==> src/rtl/lfsr_rand_server.sv <==
// ---------------------------------------------------------------------------
// lfsr_rand_server
//
// Shares one external LFSR among NUM_REQ requesters. After reset, and again
// whenever a reseed has been requested, the block loads the seed into the
// LFSR. When requests are present it grants one requester in round-robin
// order. It then steps the LFSR STEPS times and hands the resulting word to
// that requester with a one-cycle valid pulse. This block is the only driver
// of the LFSR control inputs.
//
// Parameters
//   NUM_BITS : LFSR width, must match the attached LFSR (3..32)
//   NUM_REQ  : number of requesters (2..8)
//   STEPS    : LFSR shifts per draw (>= 1)
//
// Ports
//   i_clk          rising-edge clock
//   i_rst          asynchronous active-low reset
//   i_seed         seed value, sampled while in INIT
//   i_reseed       one-cycle pulse, reload the seed at the next idle point
//   i_req          request vector, each bit held until its grant
//   o_gnt          one-hot grant, non-zero only while o_valid=1
//   o_valid        one-cycle pulse, o_data is valid for the o_gnt requester
//   o_data         LFSR word while o_valid=1, else 0
//   o_busy         0 only in IDLE
//   o_wraps        saturating count of LFSR period completions since seed load
//   o_lfsr_rst     LFSR synchronous active-low reset (0 = load seed)
//   o_lfsr_enable  LFSR shift enable
//   o_lfsr_seed    LFSR seed input
//   i_lfsr_data    LFSR current value
//   i_lfsr_done    LFSR current value equals its seed
// ---------------------------------------------------------------------------
module lfsr_rand_server #(
  parameter int NUM_BITS = 8,
  parameter int NUM_REQ  = 4,
  parameter int STEPS    = 3
) (
  input  logic                i_clk,
  input  logic                i_rst,
  input  logic [NUM_BITS-1:0] i_seed,
  input  logic                i_reseed,
  input  logic [NUM_REQ-1:0]  i_req,
  output logic [NUM_REQ-1:0]  o_gnt,
  output logic                o_valid,
  output logic [NUM_BITS-1:0] o_data,
  output logic                o_busy,
  output logic [7:0]          o_wraps,
  output logic                o_lfsr_rst,
  output logic                o_lfsr_enable,
  output logic [NUM_BITS-1:0] o_lfsr_seed,
  input  logic [NUM_BITS-1:0] i_lfsr_data,
  input  logic                i_lfsr_done
);

  localparam int IDX_W = (NUM_REQ > 1) ? $clog2(NUM_REQ) : 1;
  localparam int CNT_W = (STEPS > 1) ? $clog2(STEPS) : 1;
  localparam logic [CNT_W-1:0] LAST_STEP = CNT_W'(STEPS - 1);
  localparam logic [IDX_W-1:0] LAST_IDX  = IDX_W'(NUM_REQ - 1);

  typedef enum logic [1:0] {
    S_INIT    = 2'd0,
    S_IDLE    = 2'd1,
    S_STEP    = 2'd2,
    S_DELIVER = 2'd3
  } state_t;

  state_t              r_state;
  state_t              w_state_nxt;
  logic [IDX_W-1:0]    r_rr;
  logic [IDX_W-1:0]    r_idx;
  logic [CNT_W-1:0]    r_cnt;
  logic                r_pending;
  logic [7:0]          r_wraps;
  logic [NUM_BITS-1:0] r_seed;

  logic                w_reseed_now;
  logic                w_start_draw;
  logic                w_step_last;
  logic                w_wrap_sample;
  logic [IDX_W-1:0]    w_pick;
  logic [NUM_REQ-1:0]  w_gnt_onehot;

  // Saturating increment for the wrap counter.
  function automatic logic [7:0] sat_inc8(input logic [7:0] val);
    return (val == 8'hFF) ? val : val + 8'd1;
  endfunction

  // Index following idx, wrapping NUM_REQ-1 back to 0.
  function automatic logic [IDX_W-1:0] next_idx(input logic [IDX_W-1:0] idx);
    return (idx == LAST_IDX) ? '0 : idx + 1'b1;
  endfunction

  // First asserted request at or after ptr, scanning upward with wrap.
  function automatic logic [IDX_W-1:0] rr_pick(input logic [NUM_REQ-1:0] req,
                                               input logic [IDX_W-1:0]   ptr);
    logic             found;
    logic [IDX_W-1:0] pick;
    logic [IDX_W-1:0] cand_idx;
    int               cand;
    found = 1'b0;
    pick  = ptr;
    for (int i = 0; i < NUM_REQ; i++) begin
      cand = int'(ptr) + i;
      if (cand >= NUM_REQ) cand = cand - NUM_REQ;
      cand_idx = IDX_W'(cand);
      if (!found && req[cand_idx]) begin
        found = 1'b1;
        pick  = cand_idx;
      end
    end
    return pick;
  endfunction

  // A reseed pulse arriving in the same IDLE cycle is acted on at once, so
  // it never leaves a stale pending flag behind.
  assign w_reseed_now  = (r_state == S_IDLE) && (r_pending || i_reseed);
  assign w_start_draw  = (r_state == S_IDLE) && !(r_pending || i_reseed) && (|i_req);
  assign w_step_last   = (r_cnt == LAST_STEP);
  assign w_pick        = rr_pick(i_req, r_rr);
  assign w_gnt_onehot  = NUM_REQ'(1) << r_idx;

  // The first STEP cycle still shows the value left by the previous draw, so
  // it is skipped; DELIVER shows the value after the final shift.
  assign w_wrap_sample = ((r_state == S_STEP) && (r_cnt != '0)) ||
                         (r_state == S_DELIVER);

  // ---- next-state logic ----
  always_comb begin
    w_state_nxt = r_state;
    case (r_state)
      S_INIT:    w_state_nxt = S_IDLE;
      S_IDLE: begin
        if (w_reseed_now)      w_state_nxt = S_INIT;
        else if (w_start_draw) w_state_nxt = S_STEP;
      end
      S_STEP: begin
        if (w_step_last) w_state_nxt = S_DELIVER;
      end
      S_DELIVER: w_state_nxt = S_IDLE;
      default:   w_state_nxt = S_INIT;
    endcase
  end

  // ---- outputs decoded from the current state ----
  always_comb begin
    o_valid       = 1'b0;
    o_gnt         = '0;
    o_data        = '0;
    o_lfsr_rst    = 1'b1;
    o_lfsr_enable = 1'b0;
    o_busy        = 1'b1;
    // In INIT the LFSR loads on the same edge that latches r_seed, so the
    // live seed is forwarded to keep both copies identical.
    o_lfsr_seed   = r_seed;
    case (r_state)
      S_INIT: begin
        o_lfsr_rst  = 1'b0;
        o_lfsr_seed = i_seed;
      end
      S_IDLE: begin
        o_busy = 1'b0;
      end
      S_STEP: begin
        o_lfsr_enable = 1'b1;
      end
      S_DELIVER: begin
        o_valid = 1'b1;
        o_gnt   = w_gnt_onehot;
        o_data  = i_lfsr_data;
      end
      default: begin
        o_lfsr_rst = 1'b0;
      end
    endcase
  end

  assign o_wraps = r_wraps;

  // ---- state register ----
  always_ff @(posedge i_clk or negedge i_rst) begin
    if (!i_rst) r_state <= S_INIT;
    else        r_state <= w_state_nxt;
  end

  // ---- reseed request, held until consumed in IDLE ----
  always_ff @(posedge i_clk or negedge i_rst) begin
    if (!i_rst)            r_pending <= 1'b0;
    else if (w_reseed_now) r_pending <= 1'b0;
    else if (i_reseed)     r_pending <= 1'b1;
  end

  // ---- seed latch ----
  always_ff @(posedge i_clk or negedge i_rst) begin
    if (!i_rst)                 r_seed <= '0;
    else if (r_state == S_INIT) r_seed <= i_seed;
  end

  // ---- arbitration: grant index and round-robin pointer ----
  always_ff @(posedge i_clk or negedge i_rst) begin
    if (!i_rst) begin
      r_idx <= '0;
      r_rr  <= '0;
    end else begin
      if (w_start_draw)              r_idx <= w_pick;
      if (r_state == S_DELIVER)      r_rr  <= next_idx(r_idx);
    end
  end

  // ---- step counter ----
  always_ff @(posedge i_clk or negedge i_rst) begin
    if (!i_rst) begin
      r_cnt <= '0;
    end else if (w_start_draw) begin
      r_cnt <= '0;
    end else if (r_state == S_STEP) begin
      r_cnt <= w_step_last ? '0 : r_cnt + 1'b1;
    end
  end

  // ---- wrap counter, cleared on every seed load ----
  always_ff @(posedge i_clk or negedge i_rst) begin
    if (!i_rst) begin
      r_wraps <= 8'd0;
    end else if (r_state == S_INIT) begin
      r_wraps <= 8'd0;
    end else if (w_wrap_sample && i_lfsr_done) begin
      r_wraps <= sat_inc8(r_wraps);
    end
  end

endmodule
==> config.mk <==
export PLATFORM = sky130hd
export DESIGN_NAME = lfsr_rand_server
export DESIGN_NICKNAME = d
export VERILOG_FILES = /design/src/rtl/lfsr_rand_server.sv
export SDC_FILE = /design/constraint.sdc
export NUM_CORES = 1
export LEC_CHECK = 0
export BUFFER_PORTS_ARGS = -buffer_cell sky130_fd_sc_hd__buf_2
export CORE_MARGIN = 2
export CORE_UTILIZATION = 48
export CTS_CLUSTER_DIAMETER = 200
export DETAILED_ROUTE_END_ITERATION = 6
export PLACE_DENSITY = 0.79
export SYNTH_ARGS = -nofsm -noshare
export SYNTH_HDL_FRONTEND = slang
export SYNTH_SLANG_ARGS = --single-unit
==> constraint.sdc <==
create_clock -name i_clk -period 1.9 [get_ports i_clk]
set_input_delay 0.19 -clock i_clk [delete_from_list [all_inputs] [get_ports i_clk]]
set_output_delay 0.19 -clock i_clk [all_outputs]
set_load 0.02 [all_outputs]
==> flow_metrics.tcl, run 1 <==
set metrics [dict create \
    rows 19 \
    grt_first_pass_wirelength_mm 4.91 \
    gp_congestion 0.848 \
    report.final.slew_viol_count 0 \
    p_sw_mw 1.06 \
    ys_async_sr_fraction_pct 100 \
    fin_nets 245 \
    crit_end "o_lfsr_seed[1]" \
    seq_area_um2 626 \
    rr_startpoint "r_pending$_DFFE_PN0P_" \
    cts.sinks 25 \
    grt.total_usage_pct 18.6 \
    synth_cells 156 \
    cts_root_buffer "clkbuf_4" \
    cts_buffers 3 \
    syn_avg_cell_area_um2 9.02 \
    diodes 0 \
    synth_seq_cells 25 \
    clkTransAtPathRegs_ns 0.14 \
    dieArea_um2 3380 \
    status "finished clean" \
    post_cts_buffers 0 \
    r2r_end "r_idx[0]$_DFFE_PN0P_" \
    synth_top_family_by_area "simple AND/OR/NAND/NOR gates" \
    worst_pin_slew_ns 0.664 \
    critPathRequiredTime_ns 1.71 \
    critical_path.slowest_cell "dfrtp_1" \
    mostFrequentLayoutCell "buf_2" \
    crit_path_end_kind "output port" \
    hp-start "i_seed[4]" \
    drc 0 \
    overflow 0 \
    path_cells "buf_4 > nor2_2 > buf_4 > nand2_1 > nand2_1 > buf_2" \
    muxShareOfSynthArea_pct 2.94 \
    netlist_area_um2 1410 \
    synth_compound_area_share_pct 16.0 \
    fin_cells 246 \
    design.core.area_um2 2780 \
    yosysWarnings 0 \
    path_buf_inv 3 \
    fin_setup_tns_ns 0 \
    vias_per_cell 5.46 \
    ys.flop_type "dfrtp_1" \
    synth_cell_types 38 \
    seq_area_frac_synth_pct 44.5 \
    final_cell_mix "buf_2 (55), nand2_1 (33), dfrtp_1 (25)" \
    ff2ff_setup_slack_ns 0.22 \
    cts_buffer_depth 2 \
    dp_hpwl_mm 2.38 \
    p_leak_nw 1.02 \
    die_w_um 58.1 \
    grt_pass1_vias 1157 \
    crit_cells 6 \
    antenna_found_initial 0 \
    power_mw 2.32 \
    area_growth_pct 25.4 \
    setup_viol 0 \
    use_met3_pct 2.90 \
    n_fill_cell 242 \
    critPathKind "flip-flop to output port" \
    critPathLaunch "r_state[1]$_DFFE_PN0P_" \
    final_hold_viol_count 0 \
    grtUsageMet1_pct 22.8 \
    cap_viol_max_count 0 \
    fin_crit_sh_pct 90.5 \
    post-place-ws_ns 0.207 \
    busiest_layer "met2" \
    slowest_delay_ns 0.40 \
    first_pass_iters 4 \
    switching_share_pct 45.6 \
    drtIter0Drc 26 \
    start_util_pct 50.6 \
    grtUsageMet2_pct 33.1 \
    rsz0062_at_grt "false" \
    yosys.area_share.simple_pct 27.0 \
    clkLatencyLatePin_ns 0.31 \
    cts_tree "yes" \
    drive_gt1_share_pct 32.6 \
    io_pins 56 \
    powerDensity_nw_per_um2 1320 \
    io_buffers 55 \
    peakVddDrop_mv 1.18 \
    start_kind "flip-flop" \
    relSlewSlack_pct 55.3 \
    finClkSkew_ns 0.0103 \
    fin_crit_ns 1.72 \
    synth_nets 185 \
    worst_slack_ns 0.181 \
    pwr-share-clk_pct 9.9 \
    synth-edff-count 0 \
    hold_class "input port to flip-flop" \
    reg2reg_depth 3 \
    antenna_left 0 \
    cp.arrival_ns 1.53 \
    synth_xor_area_share_pct 0 \
    vias 1344 \
    cp_top_family "buffers and inverters" \
    drt-total-wl_mm 3.08 \
    multi_input_area_um2 712 \
    placedCellCount 241 \
    p_int_mw 1.26 \
    grt_max_degree 26 \
    cp_max_fo 18 \
    htreeDepth 1 \
    pwr-share-seq_pct 36.7 \
    clock.fmax_mhz 582 \
    p_comb_share_pct 53.5 \
    post_synth_fa_ha_maj_area_fraction_pct 4.45 \
    wl_per_cell_um 12.5 \
    die_h_um 58.1 \
]
[kinds of logic after synthesis]
family / Yosys count
AO/OA/AOI/OAI: 31
flip-flops: 25
AND/OR/NAND/NOR: 75
adder cells (fa/ha/maj): 5
multiplexers: 4
buffers and inverters: 16
[power groups by stage]
stage               logic (mW)  clock network, mW  registers, mW
floorplan                0.860                  0          0.843
global placement          1.20                  0          0.851
detailed placement        1.24                  0          0.866
CTS                       1.25              0.238          0.852
global route              1.39              0.255          0.878
finish                    1.24              0.230          0.851
[cells in the mapped netlist, types with 2 or more instances]
library cell | n | share of area, %
a41o_1 | 2 | 1.4
nor2_1 | 7 | 1.9
nand2_1 | 33 | 8.8
o21ai_0 | 4 | 1.4
o21a_1 | 3 | 1.6
nand2b_1 | 4 | 1.8
mux2i_1 | 3 | 2.1
a21oi_1 | 7 | 2.5
and3_1 | 15 | 6.7
a311oi_1 | 3 | 1.9
nand3_1 | 2 | 0.71
nor2b_1 | 3 | 1.3
nor4_1 | 2 | 0.89
clkbuf_1 | 4 | 1.1
o31ai_1 | 2 | 1.1
nor3b_1 | 2 | 1.1
dfrtp_1 | 25 | 44
inv_1 | 10 | 2.7
ha_1 | 5 | 4.4
a31oi_1 | 2 | 0.89
[per-layer routing]
metal	wire (um)	part of all wire, %	vias up
met5	0	0	-
met4	72	2.3	0
met3	167	5.4	10
met2	1470	48	55
met1	1370	44	609
li1	-	-	670
[state kept, by name, summed over array words and instances (netlist names)]
register,flops
o_wraps,8
r_seed,8
r_cnt,2
r_idx,2
r_rr,2
r_state,2
r_pending,1
[final cells by class]
cell class	instances	share of cell area, %
Multi-Input combinational cell	115	40.4
Sequential cell	25	35.5
Timing Repair Buffer	61	18.3
Tap cell	31	2.20
Inverter	10	2.13
Clock buffer	3	1.28
Clock inverter	1	0.284
[stage by stage]
step / utilization (%) / hold slack (ns) / cell area (um^2)
final: 63.4 / 0.0778 / 1760
after global routing: 63.4 / 0.0705 / 1760
after CTS: 63.3 / 0.0731 / 1760
after detailed placement: 62.0 / 0.207 / 1720
after global placement: 62.0 / 0.196 / 1720
after floorplan: - / -0.106 / 1410
[what timing repair did]
action / CTS / global route
hold buffers: 1 / 0
gates resized for setup: 0 / 2
endpoints found under the hold margin: 25 / 0
setup endpoints to repair: 0 / 8
[worst min-delay path, stage by stage]
cell and delay (ns):
buf_2 0.07, nand2_1 0.04, nand2_1 0.06
[how the worst min path moves through the flow]
stage,end,slack (ns),cells past startpoint
after global routing,r_seed[4]$_DFF_PN0_,0.07,3
after floorplan,o_wraps[0]$_DFFE_PN0P_,-0.11,0
final,r_seed[4]$_DFF_PN0_,0.08,3
after CTS,r_seed[6]$_DFF_PN0_,0.07,3
after detailed placement,o_wraps[1]$_DFFE_PN0P_,0.21,1
after global placement,r_seed[4]$_DFF_PN0_,0.20,1
Note: power is estimated with default switching activity, not from simulation.
==> run 2: changes to the inputs <==
--- a/constraint.sdc
+++ b/constraint.sdc
@@ -3,2 +3,2 @@
 set_output_delay 0.19 -clock i_clk [all_outputs]
-set_load 0.02 [all_outputs]
+set_load 0.01 [all_outputs]
==> flow_metrics.tcl, run 2 (synthesized netlist as in run 1, its figures left out) <==
set metrics [dict create \
    antenna_left 0 \
    gp_congestion 0.861 \
    cp.arrival_ns 1.50 \
    grt_first_pass_wirelength_mm 5.00 \
    start_kind "flip-flop" \
    dieArea_um2 3380 \
    die_h_um 58.1 \
    wl_per_cell_um 12.7 \
    cts_buffers 3 \
    p_leak_nw 1.01 \
    fin_crit_sh_pct 89.0 \
    post-place-ws_ns 0.247 \
    mostFrequentLayoutCell "buf_2" \
    grt_pass1_vias 1204 \
    critPathKind "flip-flop to output port" \
    cts_tree "yes" \
    design.core.area_um2 2780 \
    grt.total_usage_pct 18.9 \
    placed_area_um2 1720 \
    fin_crit_ns 1.69 \
    cp_max_fo 18 \
    clock.fmax_mhz 592 \
    io_pins 56 \
    final_cell_mix "buf_2 (55), nand2_1 (33), dfrtp_1 (25)" \
    vias_per_cell 5.55 \
    diodes 0 \
    fin_nets 245 \
    vias 1365 \
    cts_root_buffer "clkbuf_4" \
    hold_class "input port to flip-flop" \
    final_hold_viol_count 0 \
    dp_hpwl_mm 2.41 \
    setup_viol 0 \
    cts_buffer_depth 2 \
    worst_pin_slew_ns 0.671 \
    overflow 0 \
    grt_max_degree 26 \
    crit_path_end_kind "output port" \
    clkTransAtPathRegs_ns 0.13 \
    busiest_layer "met2" \
    first_pass_iters 4 \
    status "finished clean" \
    report.final.slew_viol_count 0 \
    worst_slack_ns 0.210 \
    min_path_cells 3 \
    start_util_pct 50.6 \
    antenna_found_initial 0 \
    hold_ws_ns 0.0747 \
    grtUsageMet1_pct 24.0 \
    powerDensity_nw_per_um2 1240 \
    clkLatencyLatePin_ns 0.31 \
    drive_gt1_share_pct 32.1 \
    finClkSkew_ns 0.00400 \
    use_met3_pct 3.35 \
    io_buffers 55 \
    die_w_um 58.1 \
    fin_setup_tns_ns 0 \
    cap_viol_max_count 0 \
    relSlewSlack_pct 54.9 \
    rows 19 \
    htreeDepth 1 \
    rsz0062_at_grt "false" \
    area_growth_pct 25.4 \
    design_area_um2 1760 \
    power_mw 2.18 \
    peakVddDrop_mv 1.11 \
    drt-total-wl_mm 3.13 \
    reg2reg_depth 3 \
    critPathRequiredTime_ns 1.71 \
    drc 0 \
    grtUsageMet2_pct 32.3 \
    cts.sinks 25 \
    drtIter0Drc 29 \
]
## run 2: cell types whose count changed in the layout (fill, tap and decap cells not counted), sizes merged
cell	previous run	this run
clkbuf	3	4
clkinv	1	0
## run 2: what timing repair did
item | CTS | global route
setup buffers | 0 | 0
resized for setup | 0 | 2
hold endpoints to repair | 25 | 0
hold buffers | 1 | 0
endpoints found under the setup margin | 0 | 8
## run 2: through the flow
stage | util [%] | instances
after floorplan | - | 156
after global placement | 62.0 | 241
after detailed placement | 62.0 | 241
after CTS | 63.3 | 246
after global routing | 63.4 | 246
final | 63.4 | 246
## run 2: path summary, 6_finish.rpt
kind | startpoint | endpoint | slack [ns]
min reg2reg | r_seed[0]$_DFF_PN0_ | r_seed[0]$_DFF_PN0_ | 0.48
max reg2reg | r_pending$_DFFE_PN0P_ | r_idx[0]$_DFFE_PN0P_ | 0.22
min in group asynchronous | i_rst | r_seed[3]$_DFF_PN0_ | 0.37
min | i_seed[0] | r_seed[0]$_DFF_PN0_ | 0.07
max | r_state[1]$_DFFE_PN0P_ | o_lfsr_seed[7] | 0.21
max in group asynchronous | i_rst | o_wraps[6]$_DFFE_PN0P_ | 1.18
## run 2: cell type report
type                            count  area, um^2
Clock buffer                        4        26.3
Fill cell                         248        1020
Inverter                           10        37.5
Multi-Input combinational cell    115         712
Sequential cell                    25         626
Tap cell                           31        38.8
Timing Repair Buffer               61         323
## run 2: critical path, stage by stage, from the launching register on
cell,delay (ns)
dfrtp_1,0.40
buf_4,0.19
nor2_2,0.17
buf_4,0.18
nand2_1,0.06
nand2_1,0.07
buf_2,0.13
## run 2: power by group
part           leakage [nW]  internal, mW  switching [mW]
registers             0.322         0.715           0.140
logic                 0.676         0.466           0.624
clock network        0.0150        0.0821           0.153
## run 2: per-layer routing
| metal | routed length, um | part of all wire, % |
|---|---|---|
| met1 | 1340 | 43 |
| met2 | 1530 | 49 |
| met3 | 227 | 7.3 |
| met4 | 34 | 1.1 |
| met5 | 0 | 0 |
==> run 3: changes to the inputs <==
Settings changed: RECOVER_POWER from default to 25.
==> flow_metrics.tcl, run 3 (synthesized netlist as in run 1, its figures left out) <==
set metrics [dict create \
    busiest_layer "met2" \
    drtIter0Drc 29 \
    start_kind "flip-flop" \
    reg2reg_depth 3 \
    area_growth_pct 25.3 \
    final_hold_viol_count 0 \
    critical_path.slowest_cell "dfrtp_1" \
    final_cell_mix "buf_2 (54), nand2_1 (33), dfrtp_1 (25)" \
    power_mw 2.18 \
    powerDensity_nw_per_um2 1240 \
    post_cts_buffers 0 \
    vias_per_cell 5.56 \
    clock.fmax_mhz 592 \
    slowest_delay_ns 0.40 \
    drive_gt1_share_pct 31.6 \
    cp_top_family "buffers and inverters" \
    seq_area_um2 626 \
    gp_congestion 0.861 \
    fin_setup_tns_ns 0 \
    cp_max_fo 18 \
    dp_hpwl_mm 2.41 \
    crit_cells 6 \
    cts.sinks 25 \
    drt-total-wl_mm 3.14 \
    min_path_cells 3 \
    hold_class "input port to flip-flop" \
    cap_viol_max_count 0 \
    n_fill_cell 249 \
    worst_pin_slew_ns 1.28 \
    start_util_pct 50.6 \
    finClkSkew_ns 0.00365 \
    critPathKind "flip-flop to output port" \
    io_pins 56 \
    fin_crit_sh_pct 88.9 \
    diodes 0 \
    crit_path_end_kind "output port" \
    antenna_left 0 \
    die_w_um 58.1 \
    cts_buffers 3 \
    drc 0 \
    status "finished clean" \
    cts_tree "yes" \
    grtUsageMet1_pct 24.0 \
    relSlewSlack_pct 14.4 \
    htreeDepth 1 \
    rsz0062_at_grt "false" \
    die_h_um 58.1 \
    fin_crit_ns 1.69 \
    path_cells "buf_4 > nor2_2 > buf_4 > nand2_1 > nand2_1 > buf_2" \
    grt.total_usage_pct 18.9 \
    grtUsageMet2_pct 32.3 \
    design.core.area_um2 2780 \
    use_met3_pct 3.35 \
    setup_viol 0 \
    overflow 0 \
    fin_nets 245 \
    vias 1368 \
    rows 19 \
    report.final.slew_viol_count 0 \
    cts_root_buffer "clkbuf_4" \
    antenna_found_initial 0 \
    path_buf_inv 3 \
    grt_pass1_vias 1204 \
    cp.arrival_ns 1.50 \
    peakVddDrop_mv 1.11 \
    multi_input_area_um2 712 \
    mostFrequentLayoutCell "buf_2" \
    io_buffers 55 \
    dieArea_um2 3380 \
    clkLatencyLatePin_ns 0.31 \
    grt_max_degree 26 \
    critPathRequiredTime_ns 1.71 \
    wl_per_cell_um 12.7 \
    cts_buffer_depth 2 \
    p_leak_nw 1.01 \
    first_pass_iters 4 \
    grt_first_pass_wirelength_mm 5.00 \
    clkTransAtPathRegs_ns 0.13 \
]
## run 3: path summary, 6_finish.rpt
check	startpoint	slack (ns)	end
setup / recovery	r_state[1]$_DFFE_PN0P_	0.21	o_lfsr_seed[7]
hold reg to reg	r_seed[0]$_DFF_PN0_	0.48	r_seed[0]$_DFF_PN0_
setup reg to reg	r_pending$_DFFE_PN0P_	0.23	r_idx[0]$_DFFE_PN0P_
max in group asynchronous	i_rst	0.49	o_wraps[6]$_DFFE_PN0P_
hold / removal	i_seed[0]	0.07	r_seed[0]$_DFF_PN0_
min in group asynchronous	i_rst	0.66	r_seed[3]$_DFF_PN0_
## run 3: layout make-up
cell class / count / share of cell area, %
Timing Repair Buffer: 61 / 18.3
Inverter: 10 / 2.13
Multi-Input combinational cell: 115 / 40.4
Sequential cell: 25 / 35.5
Tap cell: 31 / 2.20
Clock buffer: 4 / 1.49
## run 3: per-layer routing
layer  vias to the layer above  part of all wire, %
li1                        667                    -
met1                       640                   43
met2                        57                   49
met3                         4                  7.2
met4                         0                 0.99
met5                         -                    0
## run 3: timing repair
item                       4_1_cts  5_1_grt
hold endpoints to repair        25        0
setup endpoints to repair        0        8
resized for setup                0        2
hold buffers                     1        0
## run 3: report_power, final
| part | internal (mW) | switching (mW) |
|---|---|---|
| registers | 0.715 | 0.140 |
| logic | 0.465 | 0.623 |
| clock network | 0.0821 | 0.154 |
| total | 1.26 | 0.917 |
## run 3: metrics by stage
step	std cells	hold WS, ns	cell area (um^2)	utilization, %	worst slack (ns)
after global placement	241	0.201	1720	62.0	0.317
after floorplan	156	-0.106	1410	-	0.283
after global routing	246	0.0699	1760	63.3	0.0818
after CTS	246	0.0724	1760	63.3	0.0559
final	246	0.0746	1760	63.3	0.211
after detailed placement	241	0.201	1720	62.0	0.247
## run 3: worst min-delay path, cell delays in order
cell	delay (ns)
buf_2	0.08
nand2_1	0.04
nand2_1	0.06
